## config.mk

```make
export PLATFORM = sky130hd
export DESIGN_NAME = cic_interp_var
export DESIGN_NICKNAME = d
export VERILOG_FILES = /design/src/rtl/cic_interp_var.sv
export SDC_FILE = /design/constraint.sdc
export NUM_CORES = 1
export LEC_CHECK = 0
export CORE_MARGIN = 8
export CORE_UTILIZATION = 43
export CTS_CLUSTER_SIZE = 14
export DETAILED_ROUTE_END_ITERATION = 6
export GPL_TIMING_DRIVEN = 1
export PLACE_DENSITY = 0.58
export SYNTH_ARGS = -nofsm -noshare
export SYNTH_HDL_FRONTEND = slang
export SYNTH_SLANG_ARGS = --single-unit
```

## constraint.sdc

```tcl
create_clock -name clock -period 22.3 [get_ports clock]
set_clock_uncertainty 0.2 [all_clocks]
set_input_delay 3.345 -clock clock [delete_from_list [all_inputs] [get_ports clock]]
set_output_delay 3.345 -clock clock [all_outputs]
set_load 0.1 [all_outputs]
```

## src/rtl/cic_interp_var.sv

```systemverilog
// CIC interpolator: N combs at the input rate, zero-stuffing, N integrators at the out_ce rate,
// then a per-rate arithmetic right shift for unity gain. Optional macro: CIC_INTERP_ROUND_EN.
module cic_interp_var #(
  parameter int STAGES        = 3,
  parameter int INTERPOLATION = -2048,
  parameter int IN_WIDTH      = 16,
  parameter int OUT_WIDTH     = 16,
  parameter int GROWTH        = 22
) (
  input  logic                 clock,
  input  logic                 reset_n,
  input  logic [13:0]          interpolation,
  input  logic                 out_ce,
  input  logic [IN_WIDTH-1:0]  in_data,
  output logic                 in_req,
  output logic [OUT_WIDTH-1:0] out_data,
  output logic                 out_valid
);
  localparam int ACC_WIDTH = IN_WIDTH + GROWTH;
  localparam int RATE_MAX = (INTERPOLATION > 0) ? INTERPOLATION : -INTERPOLATION;
  localparam int PHASE_W = (RATE_MAX > 1) ? $clog2(RATE_MAX) : 1;
  localparam bit FIXED_RATE = (INTERPOLATION > 0);
  localparam logic [13:0] RATE_FIXED = 14'(RATE_MAX);
  localparam logic [14:0] RATE_LIMIT = 15'(RATE_MAX);

  logic [13:0]                      rate;
  logic [13:0]                      rate_prev_reg;
  logic                             rate_seen_reg;
  logic                             rate_legal;
  logic                             rate_change;
  logic                             clear;
  logic                             step;
  logic                             load;
  logic                             phase_last;
  logic [3:0]                       rate_log2;
  logic [7:0]                       shift;
  logic [PHASE_W-1:0]               phase_reg;
  logic [ACC_WIDTH-1:0]             zs_reg;
  logic [STAGES:0][ACC_WIDTH-1:0]   comb_x;
  logic [STAGES-1:0][ACC_WIDTH-1:0] integ_q;
  logic [STAGES-1:0][ACC_WIDTH-1:0] integ_next;
  logic signed [ACC_WIDTH-1:0]      shifted;
  logic [OUT_WIDTH-1:0]             norm;
  logic                             norm_unused;

  assign rate = FIXED_RATE ? RATE_FIXED : interpolation;

  always_comb begin
    rate_log2 = '0;
    for (int i = 0; i < 14; i++)
      if (rate[i]) rate_log2 = 4'(i);
  end

  assign rate_legal  = (rate != '0) && ((rate & (rate - 14'd1)) == '0) && ({1'b0, rate} <= RATE_LIMIT);
  assign shift       = 8'(STAGES - 1) * {4'b0, rate_log2};
  // rate_seen_reg keeps the first clock after reset from looking like a rate change
  assign rate_change = !FIXED_RATE && rate_seen_reg && (interpolation != rate_prev_reg);
  assign clear       = rate_change || !rate_legal;
  assign step        = out_ce && !clear;
  assign load        = step && (phase_reg == '0);
  assign phase_last  = ({{(14-PHASE_W){1'b0}}, phase_reg} == rate - 14'd1);

  always_ff @(posedge clock or negedge reset_n) begin
    if (!reset_n) begin
      rate_prev_reg <= '0;
      rate_seen_reg <= 1'b0;
    end else begin
      rate_prev_reg <= interpolation;
      rate_seen_reg <= 1'b1;
    end
  end

  always_ff @(posedge clock or negedge reset_n) begin
    if (!reset_n) begin
      phase_reg <= '0;
      zs_reg    <= '0;
    end else if (clear) begin
      phase_reg <= '0;
      zs_reg    <= '0;
    end else if (step) begin
      phase_reg <= phase_last ? '0 : phase_reg + PHASE_W'(1);
      zs_reg    <= load ? comb_x[STAGES] : '0;
    end
  end

  assign comb_x[0] = {{GROWTH{in_data[IN_WIDTH-1]}}, in_data};

  generate
    for (genvar gi = 0; gi < STAGES; gi++) begin : g_comb
      logic [ACC_WIDTH-1:0] prev_reg;
      assign comb_x[gi+1] = comb_x[gi] - prev_reg;
      always_ff @(posedge clock or negedge reset_n) begin
        if (!reset_n)   prev_reg <= '0;
        else if (clear) prev_reg <= '0;
        else if (load)  prev_reg <= comb_x[gi];
      end
    end

    // Each integrator adds the previous stage's old value, so the chain is a pure delay line of sums
    for (genvar gi = 0; gi < STAGES; gi++) begin : g_integ
      logic [ACC_WIDTH-1:0] acc_reg;
      logic [ACC_WIDTH-1:0] feed;
      if (gi == 0) begin : g_first
        assign feed = zs_reg;
      end else begin : g_chain
        assign feed = integ_q[gi-1];
      end
      assign integ_q[gi]    = acc_reg;
      assign integ_next[gi] = acc_reg + feed;
      always_ff @(posedge clock or negedge reset_n) begin
        if (!reset_n)   acc_reg <= '0;
        else if (clear) acc_reg <= '0;
        else if (step)  acc_reg <= integ_next[gi];
      end
    end
  endgenerate

`ifdef CIC_INTERP_ROUND_EN
  localparam logic signed [ACC_WIDTH-1:0] SAT_MAX = {{(ACC_WIDTH-IN_WIDTH+1){1'b0}}, {(IN_WIDTH-1){1'b1}}};
  localparam logic signed [ACC_WIDTH-1:0] SAT_MIN = {{(ACC_WIDTH-IN_WIDTH+1){1'b1}}, {(IN_WIDTH-1){1'b0}}};
  logic signed [ACC_WIDTH-1:0] rounded;
  logic signed [ACC_WIDTH-1:0] scaled;

  // Saturating to the IN_WIDTH range saturates the OUT_WIDTH field taken from its top bits
  always_comb begin
    rounded = $signed(integ_next[STAGES-1]);
    if (shift != 8'd0)
      rounded = rounded + $signed(ACC_WIDTH'(1) << (shift - 8'd1));
    scaled = rounded >>> shift;
    if ((~|scaled[ACC_WIDTH-1:IN_WIDTH-1]) || (&scaled[ACC_WIDTH-1:IN_WIDTH-1]))
      shifted = scaled;
    else
      shifted = scaled[ACC_WIDTH-1] ? SAT_MIN : SAT_MAX;
  end
`else
  assign shifted = $signed(integ_next[STAGES-1]) >>> shift;
`endif

  assign norm        = shifted[IN_WIDTH-1 -: OUT_WIDTH];
  assign norm_unused = ^shifted;

  always_ff @(posedge clock or negedge reset_n) begin
    if (!reset_n) begin
      out_data  <= '0;
      out_valid <= 1'b0;
      in_req    <= 1'b0;
    end else begin
      out_valid <= step;
      in_req    <= load;
      if (!rate_legal) out_data <= '0;
      else if (step)   out_data <= norm;
    end
  end
endmodule

```

* Word level (Yosys, flattened, before mapping) *
Cells that the tools add are included.

word-level totals
  flip-flop bits (word level) = 310
  memory bits (read-only) = 0
  input bits = 33
  output and inout port bits = 18
  bits in writable memories = 0
  memories kept = 0
  latch bits = 0

cells by class
  magnitude comparators = 1
  div/mod/pow operators = 0
  multiplexer cells = 33
  shift operators = 1
  add/sub/neg operators = 8
  $mul = 0
  bitwise operators = 1
  reductions and logical operators = 13
  eq/ne operators = 3

operators with widths
  kind                   count
  $mux 38                15
  $add 38x38->38         3
  $sub 38x38->38         3
  $sshr 38x5->16         1
  $mux 11                3
  $mux 16                2
  $mux 4                 6
  $and 14x14->14         1
  $eq 11x14->1           1
  $le 14x12->1 const B   1
  $logic_not 14->1       1
  $ne 14x14->1           1
  $reduce_bool 14->1     1
  $sub 14x1->14 const B  1
  $mux 3                 4
  $add 11x1->11 const B  1
  $logic_not 11->1       1
  $logic_and 1x1->1      5
  $mux 2                 2
  $reduce_bool 2->1      2
  $logic_not 1->1        2
  $ne 2x1->1 const B     1
  $logic_or 1x1->1       1
  $mux 1                 1

* Depth between registers and ports, before layout *
Gate-level depths: netlist of run 1.

  depth in word-level cells = 16
  mapped depth = 38
  mapped depth without buffers = 38

* Worst setup path after synthesis of run 1 *
No wires, ideal clock.

  path kind = input -> register
  start point = input in_data[0]
  end point = register zs_reg[37], in the netlist g_integ[0].feed[37]
  arrival time = 9743 ps
  setup time = 133 ps
  setup slack = 12224 ps
  stages on the path = 37
  cells stage by stage = inv_1 > ha_1 > fa_1 > nor2b_1 > o21ai_0 > a21oi_1 > o21ai_0 > a21oi_1 > o21ai_0 > o211ai_1 > a41oi_1 > o21ai_0 > a21oi_1 > fa_1 > inv_1 > ha_1 > nand3_1 > a21oi_1 > a221oi_1 > o21a_1 > a31oi_1 > or2_1 > a221o_1 > a21oi_1 > xnor2_1 > ha_1 > and3_1 > nand2_1 > nor3_1 > a211oi_1 > a211oi_1 > nor4_1 > o41ai_1 > a21oi_1 > xnor2_1 > xnor2_1 > o21ai_0

on the way
  longest elaborated chain between the ends = 6

RTL lines
  element                      line  source
  start: declaration           14    input logic [IN_WIDTH-1:0] in_data,
  $sub 38x38->38 (3 in a row)  91    assign comb_x[gi+1] = comb_x[gi] - prev_reg;
  $mux 38                      82    zs_reg <= load ? comb_x[STAGES] : '0;
  $mux 38                      80    end else if (step) begin
  $mux 38                      77    end else if (clear) begin
  end signal: assignment       82
  end: declaration             38    logic [ACC_WIDTH-1:0] zs_reg;

No other way between the ends. The select of a mux whose other input is x is not followed.
A chain may end at the register's enable or synchronous reset.

* Worst setup path in the final report of run 1 *
Ends and elaborated chain as after synthesis.

==> Flow_metrics.wiki, run 1 <==
{| class="wikitable"
! Metric !! Value
|-
| Synthesized netlist net count || between 2,000 and 3,000
|-
| Via-to-Cell Ratio || ~5.6
|-
| Clk_lat worst skew || 0.54 ns
|-
| Maximum vdd ir drop || about 0.000053 V
|-
| Time the final worst path needs with I/O delays and setup || around 11 ns
|-
| Number of distinct library cells after synthesis || just over 80
|-
| Power Density || 55.1 mW/mm²
|-
| Starting DRT DRC Count || approximately 900
|-
| Initial cell density of the core || 0.436
|-
| Cell with the most instances after synthesis || dfrtp_1
|-
| Number of warnings reported in the yosys synthesis log || 0
|-
| MaxCap Viol Count || 0
|-
| Post-CTS setup repair buffer count || 0
|-
| Library cell occupying the most area in the post-synthesis netlist || dfrtp_1
|-
| Fraction of met2 tracks used by global routing || 0.313
|-
| Setup crit start kind || input port
|-
| Violations in the final reports || DRC
|-
| DIE HEIGHT || 247 µm
|-
| Fraction of synthesis flops using an asynchronous set or reset pin || 1.00
|-
| GRT Total Usage || 0.181
|-
| Slew Limit Fails || 0
|-
| Number of sinks handled by clock tree synthesis || approximately 290
|-
| Internal reg-to-reg setup slack || about 14 ns
|-
| Worst Hold Class || flip-flop to flip-flop
|-
| Largest net degree at the start of global routing || 109
|-
| RSZ-0062 raised after global routing || false
|-
| Global placer's final weighted congestion || 0.924
|-
| Proportion of layout cells with a drive suffix above 1 || 0.0425
|-
| CP endpoint kind || flip-flop
|-
| Max_slew headroom || 0.340
|-
| Area growth from synthesis to layout || 9.74%
|-
| Leakage power summed over all cells || around 12 nW
|-
| Fmax achieved || around 91 MHz
|-
| Initial antenna violation count || 0
|-
| Diode insertion count for antenna repair || 0
|-
| Hold buffer count at CTS || 0
|-
| ANT nets after route || 0
|-
| Slowest cell on the critical path || fa_1
|-
| Routed wire length || roughly 56 mm
|-
| Setup violators final || 0
|-
| I/O pins || 51
|-
| Fin nets || between 2,000 and 3,000
|-
| Total standard cell area after synthesis || between 0.02 and 0.025 mm²
|-
| Mean routed wirelength per cell || between 15 and 20 µm
|-
| Cell at the root of the clock tree || clkbuf_16
|-
| Max clock buf depth || 3
|-
| Area of the placeable core || about 0.053 mm²
|-
| Portion of the post-synthesis area used by sequential elements || 0.314
|-
| Number of flip-flops under the largest register name || about 110
|-
| Total Negative Setup Slacks || 0 ns
|-
| Arrival time reported for the critical path endpoint || ~11 ns
|-
| Hold Fails Final Rpt || 0
|-
| Met3 Usage GRT || 0.0215
|-
| Category of the critical setup timing path || input port to flip-flop
|-
| Total power after layout || 1.39 mW
|-
| Number of buffer and inverter stages on the critical path || 3
|-
| Register bit count reported by yosys || 288
|-
| Grt met1 use || 0.230
|-
| Die span in x || ~250 µm
|-
| CTS resizes || 0
|-
| Number of instances in the synthesized netlist || 2,712
|-
| Via count of the first global-routing pass || 18,974
|-
| CP Max Fanout || 6
|-
| Number of placement rows || 84
|-
| Largest stage delay on the critical path || a little over 0.5 ns
|-
| Area taken by flip-flops and latches || 0.00721 mm²
|-
| Combined area of the multi-input logic cells || about 0.015 mm²
|-
| Mapped Avg Cell Area || approximately 8.5 µm²
|-
| DRC || 2
|-
| Area share of the largest cell type after synthesis || 0.314
|-
| Final HPWL from detailed placement || 41.6 mm
|-
| Gr ovfl total || 0
|-
| Clock tree from TritonCTS || built
|-
| Via count || between 15,000 and 20,000
|-
| Clock-pin transition on the worst setup and hold timing paths || approximately 0.060 ns
|-
| Status || finished with violations
|-
| FILL cells || ~5,000
|-
| Most area-consuming cells after synthesis || dfrtp_1 31%, ha_1 12%, a21oi_1 5.1%
|-
| Portion of the clock cycle consumed by the worst path in the final layout || 0.493
|-
| First-pass GRT wire length || 93.9 mm
|-
| WP data required || 22.49 ns
|-
| Primary FF master, synth || dfrtp_1
|-
| Die footprint || 0.0611 mm²
|-
| Worst slack on hold paths || between 0.2 and 0.3 ns
|-
| Number of enable flip-flop cells after synthesis || 0
|-
| Busiest layer in global routing || met2
|-
| Iteration count of the initial detailed-routing pass || 7
|-
| Port Buffers || 50
|-
| Number of H-tree levels || 2
|-
| Clock buffer count from CTS || 38
|-
| Gate family responsible for the most delay along the worst path || compound AO/OA/AOI/OAI gates
|-
| Worst Max-Slew Pin Slew || approximately 1 ns
|-
| Commonest cells post-synth || 288 x dfrtp_1, 263 x nand2_1, 237 x nor2_1
|}
[power by group]
part           internal (mW)  switching [mW]  leakage [nW]  total, mW
clock                  0.350           0.229         0.561      0.579
combinational          0.117           0.169          7.21      0.286
sequential             0.524        0.000601          3.99      0.525
total                  0.992           0.398          11.8       1.39
[metrics by stage]
step / util / area (µm²) / worst slack, ns / cells
floorplan: - / 23000 / 12.22 / 2712
global placement: 0.457 / 24000 / 10.95 / 3357
detailed placement: 0.457 / 24000 / 10.77 / 3357
CTS: 0.479 / 25200 / 11.32 / 3419
global route: 0.479 / 25200 / 10.57 / 3419
finish: 0.479 / 25200 / 11.31 / 3419
[cells by family after synthesis]
kind of cell | count (synthesis) | share of synthesized area
and+or+nand+nor | 761 | 0.150
adders and majority gates | 225 | 0.125
DFF | 288 | 0.314
buffers and inverters | 272 | 0.0478
xor gates and xnor gates | 205 | 0.0787
AOI/OAI and AO/OA | 859 | 0.240
other | 1 | 0.000163
muxes | 101 | 0.0449
[worst register-to-register path: cells and delay by family (launching register included)]
family | cells | cell delay [ns]
compound gates | 18 | 3.41
fa+ha+maj | 5 | 1.87
simple gates | 9 | 1.49
xor+xnor | 3 | 0.46
flops | 1 | 0.38
buf+inv | 1 | 0.05
[placed cells by master, fill, tap and decap left out, types with 75 or more instances in the layout]
cell	n
xnor2_1	126
mux2i_1	94
nor2_1	236
dfrtp_1	288
o31ai_1	75
nand2_1	262
o21ai_0	174
ha_1	217
a21o_1	118
a21oi_1	233
xor2_1	78
inv_1	160
[per-layer routing]
layer | vias to the layer above | share of wire
met5 | - | 0
met4 | 0 | 0.034
met3 | 108 | 0.034
met2 | 343 | 0.47
met1 | 8974 | 0.46
li1 | 9735 | -
[path summary, 6_finish.rpt]
check,to,cells past startpoint,start
min reg2reg,out_data[1],2,out_data[1]
max in group asynchronous,g_comb[1].prev_reg[25],3,reset_n
max reg2reg,g_integ[0].feed[37],36,g_comb[0].prev_reg[0]
min in group asynchronous,g_integ[2].acc_reg[2],1,reset_n
min,out_data[1],2,out_data[1]
max,g_integ[0].feed[37],38,in_data[0]
[layout make-up]
cell class | count | area share
sequential | 288 | 0.286
tap | 688 | 0.0341
timing repair buffer | 66 | 0.0252
clock inverter | 5 | 0.00233
inverter | 163 | 0.0246
multi-input combinational | 2152 | 0.584
clock buffer | 57 | 0.0438
(Power assumes the default switching activity.)
==> run 2, diff against run 1 <==
--- a/config.mk
+++ b/config.mk
@@ -10,7 +10,7 @@
 export CTS_CLUSTER_SIZE = 14
 export DETAILED_ROUTE_END_ITERATION = 6
 export GPL_TIMING_DRIVEN = 1
-export PLACE_DENSITY = 0.58
+export PLACE_DENSITY = 0.6
 export SYNTH_ARGS = -nofsm -noshare
 export SYNTH_HDL_FRONTEND = slang
 export SYNTH_SLANG_ARGS = --single-unit
==> constraint.sdc (replaced) <==
create_clock -name clock -period 9.4 [get_ports clock]
set_clock_uncertainty 0.2 [all_clocks]
set_input_delay 1.41 -clock clock [delete_from_list [all_inputs] [get_ports clock]]
set_output_delay 1.41 -clock clock [all_outputs]
set_load 0.1 [all_outputs]
==> run 2 against run 1 <==
The run now ends clean. Global-route usage hardly changed. Critical path depth is 1 higher. Setup slack worse by 11 ns. Cell count up 0.50%. Via count fell by 0.13%. Hold slack improved by 0.0050 ns. Flip-flop and latch count did not move. Critical path type unchanged. Highest routed layer unchanged.
==> Flow_metrics.wiki, run 2 (synthesized netlist as in run 1, its figures left out) <==
{| class="wikitable"
! Metric !! Value
|-
| Status || finished, final reports clean
|-
| Via count of the first global-routing pass || about 19,000
|-
| Number of sinks handled by clock tree synthesis || 288
|-
| Initial cell density of the core || 0.436
|-
| Setup violators final || 0
|-
| Setup crit start kind || input port
|-
| Final Util || 0.484
|-
| Clk_lat worst skew || between 0.5 and 0.6 ns
|-
| Worst Max-Slew Pin Slew || roughly 1.1 ns
|-
| Hold path start || g_comb[1].prev_reg[25]
|-
| Category of the critical setup timing path || input port to flip-flop
|-
| Final HPWL from detailed placement || around 42 mm
|-
| Clock-pin transition on the worst setup and hold timing paths || about 0.05 ns
|-
| Global placer's final weighted congestion || about 0.9
|-
| Number of H-tree levels || 2
|-
| Clock tree from TritonCTS || built
|-
| DIE HEIGHT || about 250 µm
|-
| Slowest cell on the critical path || fa_1
|-
| Largest net degree at the start of global routing || approximately 170
|-
| Power Density || 136 mW/mm²
|-
| CTS resizes || 0
|-
| Proportion of layout cells with a drive suffix above 1 || 0.0517
|-
| Most common cell after layout, fill and taps aside || dfrtp_1
|-
| Critical register-to-register path endpoint || g_integ[0].feed[37]
|-
| Post-Layout Cell Count || around 3,400
|-
| Net Switching || about 0.98 mW
|-
| Fraction of power spent switching nets || 0.283
|-
| Via-to-Cell Ratio || roughly 5.6
|-
| Clock buffer count from CTS || 38
|-
| CP endpoint kind || flip-flop
|-
| Hold worst-path end || g_comb[1].prev_reg[25]
|-
| Gr ovfl total || 0
|-
| Worst R2R Start || g_comb[0].prev_reg[0]
|-
| Leading cell types in the layout, fill and taps excluded || 288 x dfrtp_1, 262 x nand2_1, 236 x nor2_1, 233 x a21oi_1, 217 x ha_1
|-
| Starting DRT DRC Count || 920
|-
| Internal reg-to-reg setup slack || approximately 1.5 ns
|-
| Die span in x || ~250 µm
|-
| Number of flip-flops under the largest register name || 114
|-
| ANT nets after route || 0
|-
| Post-CTS setup repair buffer count || 0
|-
| Fin nets || slightly below 3,000
|-
| Cell area reported after detailed placement || between 0.02 and 0.025 mm²
|-
| Portion of the clock cycle consumed by the worst path in the final layout || 0.942
|-
| Mean routed wirelength per cell || 16.2 µm
|-
| Fraction of power consumed by combinational cells || 0.198
|-
| Diode insertion count for antenna repair || 0
|-
| Largest stage delay on the critical path || 0.50 ns
|-
| First-pass GRT wire length || 93.4 mm
|-
| Die footprint || 0.0611 mm²
|-
| Summed area of non-filler cells in the final layout || between 0.02 and 0.03 mm²
|-
| Part of the power in registers || 0.359
|-
| Iteration count of the initial detailed-routing pass || 5
|-
| Worst Hold Class || flip-flop to flip-flop
|-
| Port Buffers || 50
|-
| Slew Limit Fails || 0
|-
| Area growth from synthesis to layout || 10.9%
|-
| Hold buffer count at CTS || 0
|-
| DRC || 0
|-
| Leakage power summed over all cells || 11.9 nW
|-
| Share of total power in the clock network || 0.443
|-
| MaxCap Viol Count || 0
|-
| Number of cells traversed by the worst register-to-register path || 37
|-
| Hold-critical path depth || 1
|-
| Initial antenna violation count || 0
|-
| Number of cells after detailed placement || ~3,400
|-
| Max_slew headroom || 0.280
|-
| Time the final worst path needs with I/O delays and setup || a little under 9 ns
|-
| GRT Total Usage || 0.181
|-
| Arrival time reported for the critical path endpoint || approximately 9.1 ns
|-
| Max clock buf depth || 3
|-
| Maximum vdd ir drop || about 0.00012 V
|-
| Fmax achieved || 113 MHz
|-
| Area of the placeable core || ~0.053 mm²
|-
| CP Max Fanout || 6
|-
| Via count || 19,136
|-
| P_int || around 2.5 mW
|-
| Hold Fails Final Rpt || 0
|-
| Routed wire length || between 50 and 60 mm
|-
| WP data required || 9.61 ns
|-
| Number of placement rows || between 80 and 90
|-
| Cell at the root of the clock tree || clkbuf_16
|-
| FILL cells || around 5,000
|-
| I/O pins || 51
|}
-- run 2: changes by cell type in the layout (fill, tap and decap cells not counted), sizes merged --
cell / before / now
buf: 18 / 29
clkinv: 2 / 9
clkbuf: 57 / 52
bufinv: 1 / 5
-- run 2: worst max-delay path: cells and delay by family --
kind | cells | cell delay [ns]
buf+inv | 3 | 0.55
simple gates | 11 | 1.72
fa+ha+maj | 5 | 1.85
xor+xnor | 3 | 0.45
compound gates | 17 | 3.08
-- run 2: cell type report --
| type | instances | area [µm²] | area share |
|---|---|---|---|
| clock buffers | 52 | 1100 | 0.0434 |
| clock inverters | 16 | 214 | 0.00840 |
| inverters | 163 | 619 | 0.0243 |
| multi-input cells | 2152 | 14700 | 0.579 |
| flip-flops and latches | 288 | 7210 | 0.283 |
| well taps | 688 | 861 | 0.0338 |
| repair buffers | 77 | 731 | 0.0287 |
-- run 2: layer usage --
metal | track usage | share of wire | vias up
met5 | 0 | 0 | -
met4 | 0.0654 | 0.032 | 0
met3 | 0.0240 | 0.032 | 113
met2 | 0.313 | 0.47 | 302
met1 | 0.229 | 0.47 | 8969
li1 | - | - | 9752
-- run 2: power groups by stage --
| stage | Sequential [mW] | Clock [mW] | Combinational, mW |
|---|---|---|---|
| 5_1_grt | 1.24 | 1.63 | 0.767 |
| 2_1_floorplan | 1.27 | 0 | 0.503 |
| 4_1_cts | 1.24 | 1.59 | 0.682 |
| 3_5_place_dp | 1.27 | 0 | 0.680 |
| 6_report | 1.25 | 1.54 | 0.685 |
| 3_3_place_gp | 1.27 | 0 | 0.668 |
-- run 2: how the worst max path moves through the flow --
stage               start                   to  slack, ns  cells past startpoint
3_3_place_gp   in_data[0]  g_integ[0].feed[37]       0.16                     39
5_1_grt        in_data[0]  g_integ[0].feed[37]      -0.04                     39
6_report       in_data[0]  g_integ[0].feed[37]       0.54                     39
4_1_cts        in_data[0]  g_integ[0].feed[37]       0.56                     39
2_1_floorplan  in_data[0]  g_integ[0].feed[37]       1.26                     37
3_5_place_dp   in_data[0]  g_integ[0].feed[37]       0.03                     39
-- run 2: metrics by stage --
stage | hold WS [ns] | TNS [ns] | power [mW] | setup slack [ns]
final | 0.273 | 0 | 3.47 | 0.544
after global routing | 0.294 | -0.0376 | 3.64 | -0.0376
after CTS | 0.279 | 0 | 3.51 | 0.559
after detailed placement | 0.267 | 0 | 1.95 | 0.0254
after global placement | 0.253 | 0 | 1.94 | 0.164
after floorplan | 0.249 | 0 | 1.77 | 1.26
==> run 3, diff against run 2 <==
--- a/config.mk
+++ b/config.mk
@@ -10,7 +10,7 @@
 export CTS_CLUSTER_SIZE = 14
 export DETAILED_ROUTE_END_ITERATION = 6
 export GPL_TIMING_DRIVEN = 1
-export PLACE_DENSITY = 0.6
+export PLACE_DENSITY = 0.58
 export SYNTH_ARGS = -nofsm -noshare
 export SYNTH_HDL_FRONTEND = slang
 export SYNTH_SLANG_ARGS = --single-unit
==> constraint.sdc (replaced) <==
create_clock -name clock -period 10.9 [get_ports clock]
set_clock_uncertainty 0.2 [all_clocks]
set_input_delay 1.635 -clock clock [delete_from_list [all_inputs] [get_ports clock]]
set_output_delay 1.635 -clock clock [all_outputs]
set_load 0.1 [all_outputs]
==> run 3 against run 2 <==
Wire length down 0.78%. Global-route usage is 0.072 points higher. Cell area decreased by 0.41%. Power is 15% lower. Core utilization decreased by 0.20 points.
==> Flow_metrics.wiki, run 3 (synthesized netlist as in run 1, its figures left out) <==
{| class="wikitable"
! Metric !! Value
|-
| Portion of the clock cycle consumed by the worst path in the final layout || 0.861
|-
| DRC || 0
|-
| Fin nets || between 2,000 and 3,000
|-
| Cell at the root of the clock tree || clkbuf_16
|-
| Port Buffers || 50
|-
| Clk_lat worst skew || around 0.56 ns
|-
| Fmax achieved || approximately 110 MHz
|-
| Slowest cell on the critical path || fa_1
|-
| Leakage power summed over all cells || roughly 12 nW
|-
| RSZ-0062 raised after global routing || false
|-
| Max clock buf depth || 3
|-
| Max_slew headroom || 0.351
|-
| Post-CTS setup repair buffer count || 0
|-
| Number of sinks handled by clock tree synthesis || between 200 and 300
|-
| I/O pins || 51
|-
| MaxCap Viol Count || 0
|-
| WP data required || 11.11 ns
|-
| Die footprint || slightly above 0.06 mm²
|-
| Number of placement rows || 84
|-
| Total power after layout || between 2 and 3 mW
|-
| Arrival time reported for the critical path endpoint || 9.60 ns
|-
| Via count || roughly 19,000
|-
| Diode insertion count for antenna repair || 0
|-
| Total Negative Setup Slacks || 0 ns
|-
| ANT nets after route || 0
|-
| Via count of the first global-routing pass || ~19,000
|-
| Initial antenna violation count || 0
|-
| Area growth from synthesis to layout || 10.4%
|-
| Clock tree from TritonCTS || built
|-
| Final HPWL from detailed placement || about 42 mm
|-
| First-pass GRT wire length || about 94 mm
|-
| Setup crit start kind || input port
|-
| Hold Fails Final Rpt || 0
|-
| Global placer's final weighted congestion || between 0.9 and 1
|-
| Category of the critical setup timing path || input port to flip-flop
|-
| Setup violators final || 0
|-
| CTS resizes || 0
|-
| Via-to-Cell Ratio || around 5.5
|-
| Gr ovfl total || 0
|-
| Initial cell density of the core || 0.436
|-
| Maximum vdd ir drop || approximately 0.00013 V
|-
| Power Density || 116 mW/mm²
|-
| Number of flip-flops under the largest register name || 114
|-
| Clock-pin transition on the worst setup and hold timing paths || 0.05 ns
|-
| Number of H-tree levels || 2
|-
| Worst Max-Slew Pin Slew || roughly 0.97 ns
|-
| Mean routed wirelength per cell || ~16 µm
|-
| Worst slack on hold paths || 0.270 ns
|-
| Die span in x || 247 µm
|-
| Hold buffer count at CTS || 0
|-
| Leading cell types in the layout, fill and taps excluded || 288 x dfrtp_1, 262 x nand2_1, 236 x nor2_1, 233 x a21oi_1, 217 x ha_1
|-
| DIE HEIGHT || between 200 and 250 µm
|-
| Clock buffer count from CTS || 38
|-
| Routed wire length || between 50 and 60 mm
|-
| Iteration count of the initial detailed-routing pass || 5
|-
| Status || finished, final reports clean
|-
| GRT Total Usage || 0.182
|-
| Largest stage delay on the critical path || 0.51 ns
|-
| Area of the placeable core || between 0.05 and 0.06 mm²
|-
| Starting DRT DRC Count || 872
|-
| CP endpoint kind || flip-flop
|-
| Proportion of layout cells with a drive suffix above 1 || 0.0452
|-
| Largest net degree at the start of global routing || 97
|-
| Slew Limit Fails || 0
|-
| Time the final worst path needs with I/O delays and setup || around 9.4 ns
|-
| Most common cell after layout, fill and taps aside || dfrtp_1
|-
| Worst Hold Class || flip-flop to flip-flop
|-
| CP Max Fanout || 6
|}
## run 3: changes by cell type in the layout (fill, tap and decap cells not counted), moves of 2 or more
cell / delta
clkinvlp_4: -2
buf_4: -6
clkinv_8: +2
clkinv_2: -5
clkbuf_8: -4
clkbuf_1: +9
## run 3: critical path, delay by kind of cell
family / cells / cell delay [ns]
AO/OA/AOI/OAI: 17 / 3.18
AND/OR/NAND/NOR: 11 / 1.90
adder cells (fa/ha/maj): 5 / 1.87
buffers and inverters: 3 / 0.56
XOR/XNOR: 3 / 0.45
## run 3: cell type report
| cell class | instances | area, µm² |
|---|---|---|
| Sequential cell | 288 | 7210 |
| Clock inverter | 11 | 206 |
| Tap cell | 688 | 861 |
| Clock buffer | 57 | 1080 |
| Multi-Input combinational cell | 2152 | 14700 |
| Inverter | 163 | 619 |
| Fill cell | 5034 | 27300 |
| Timing Repair Buffer | 70 | 666 |
## run 3: path summary, 6_finish.rpt
kind	start	endpoint	slack, ns	cells after the start
max in group asynchronous	reset_n	g_comb[1].prev_reg[25]	7.41	3
min in group asynchronous	reset_n	g_integ[2].acc_reg[1]	0.91	1
worst max-delay path	in_data[0]	g_integ[0].feed[37]	1.51	39
worst max register to register	g_comb[0].prev_reg[0]	g_integ[0].feed[37]	2.71	37
worst min register to register	out_data[2]	out_data[2]	0.27	1
worst min-delay path	out_data[2]	out_data[2]	0.27	1
## run 3: per-layer routing
layer  vias up  GRT usage  part of all wire
li1       9731          -                 -
met1      8846      0.235              0.47
met2       310      0.308              0.47
met3       107     0.0233             0.032
met4         0     0.0663             0.028
met5         -          0                 0
## run 3: power by group
| group | switching, mW | internal (mW) | leakage [nW] |
|---|---|---|---|
| Combinational | 0.343 | 0.240 | 7.23 |
| Sequential | 0.00125 | 1.07 | 3.99 |
| Clock | 0.488 | 0.807 | 0.627 |
## run 3: through the flow
| stage | util | instance area, µm² | std cells | setup WS [ns] |
|---|---|---|---|---|
| 5_1_grt | 0.482 | 25400 | 3429 | 0.632 |
| 4_1_cts | 0.482 | 25400 | 3429 | 1.64 |
| 2_1_floorplan | - | 23000 | 2712 | 2.53 |
| 3_3_place_gp | 0.457 | 24100 | 3361 | 1.27 |
| 6_report | 0.482 | 25400 | 3429 | 1.51 |
| 3_5_place_dp | 0.457 | 24100 | 3361 | 1.08 |
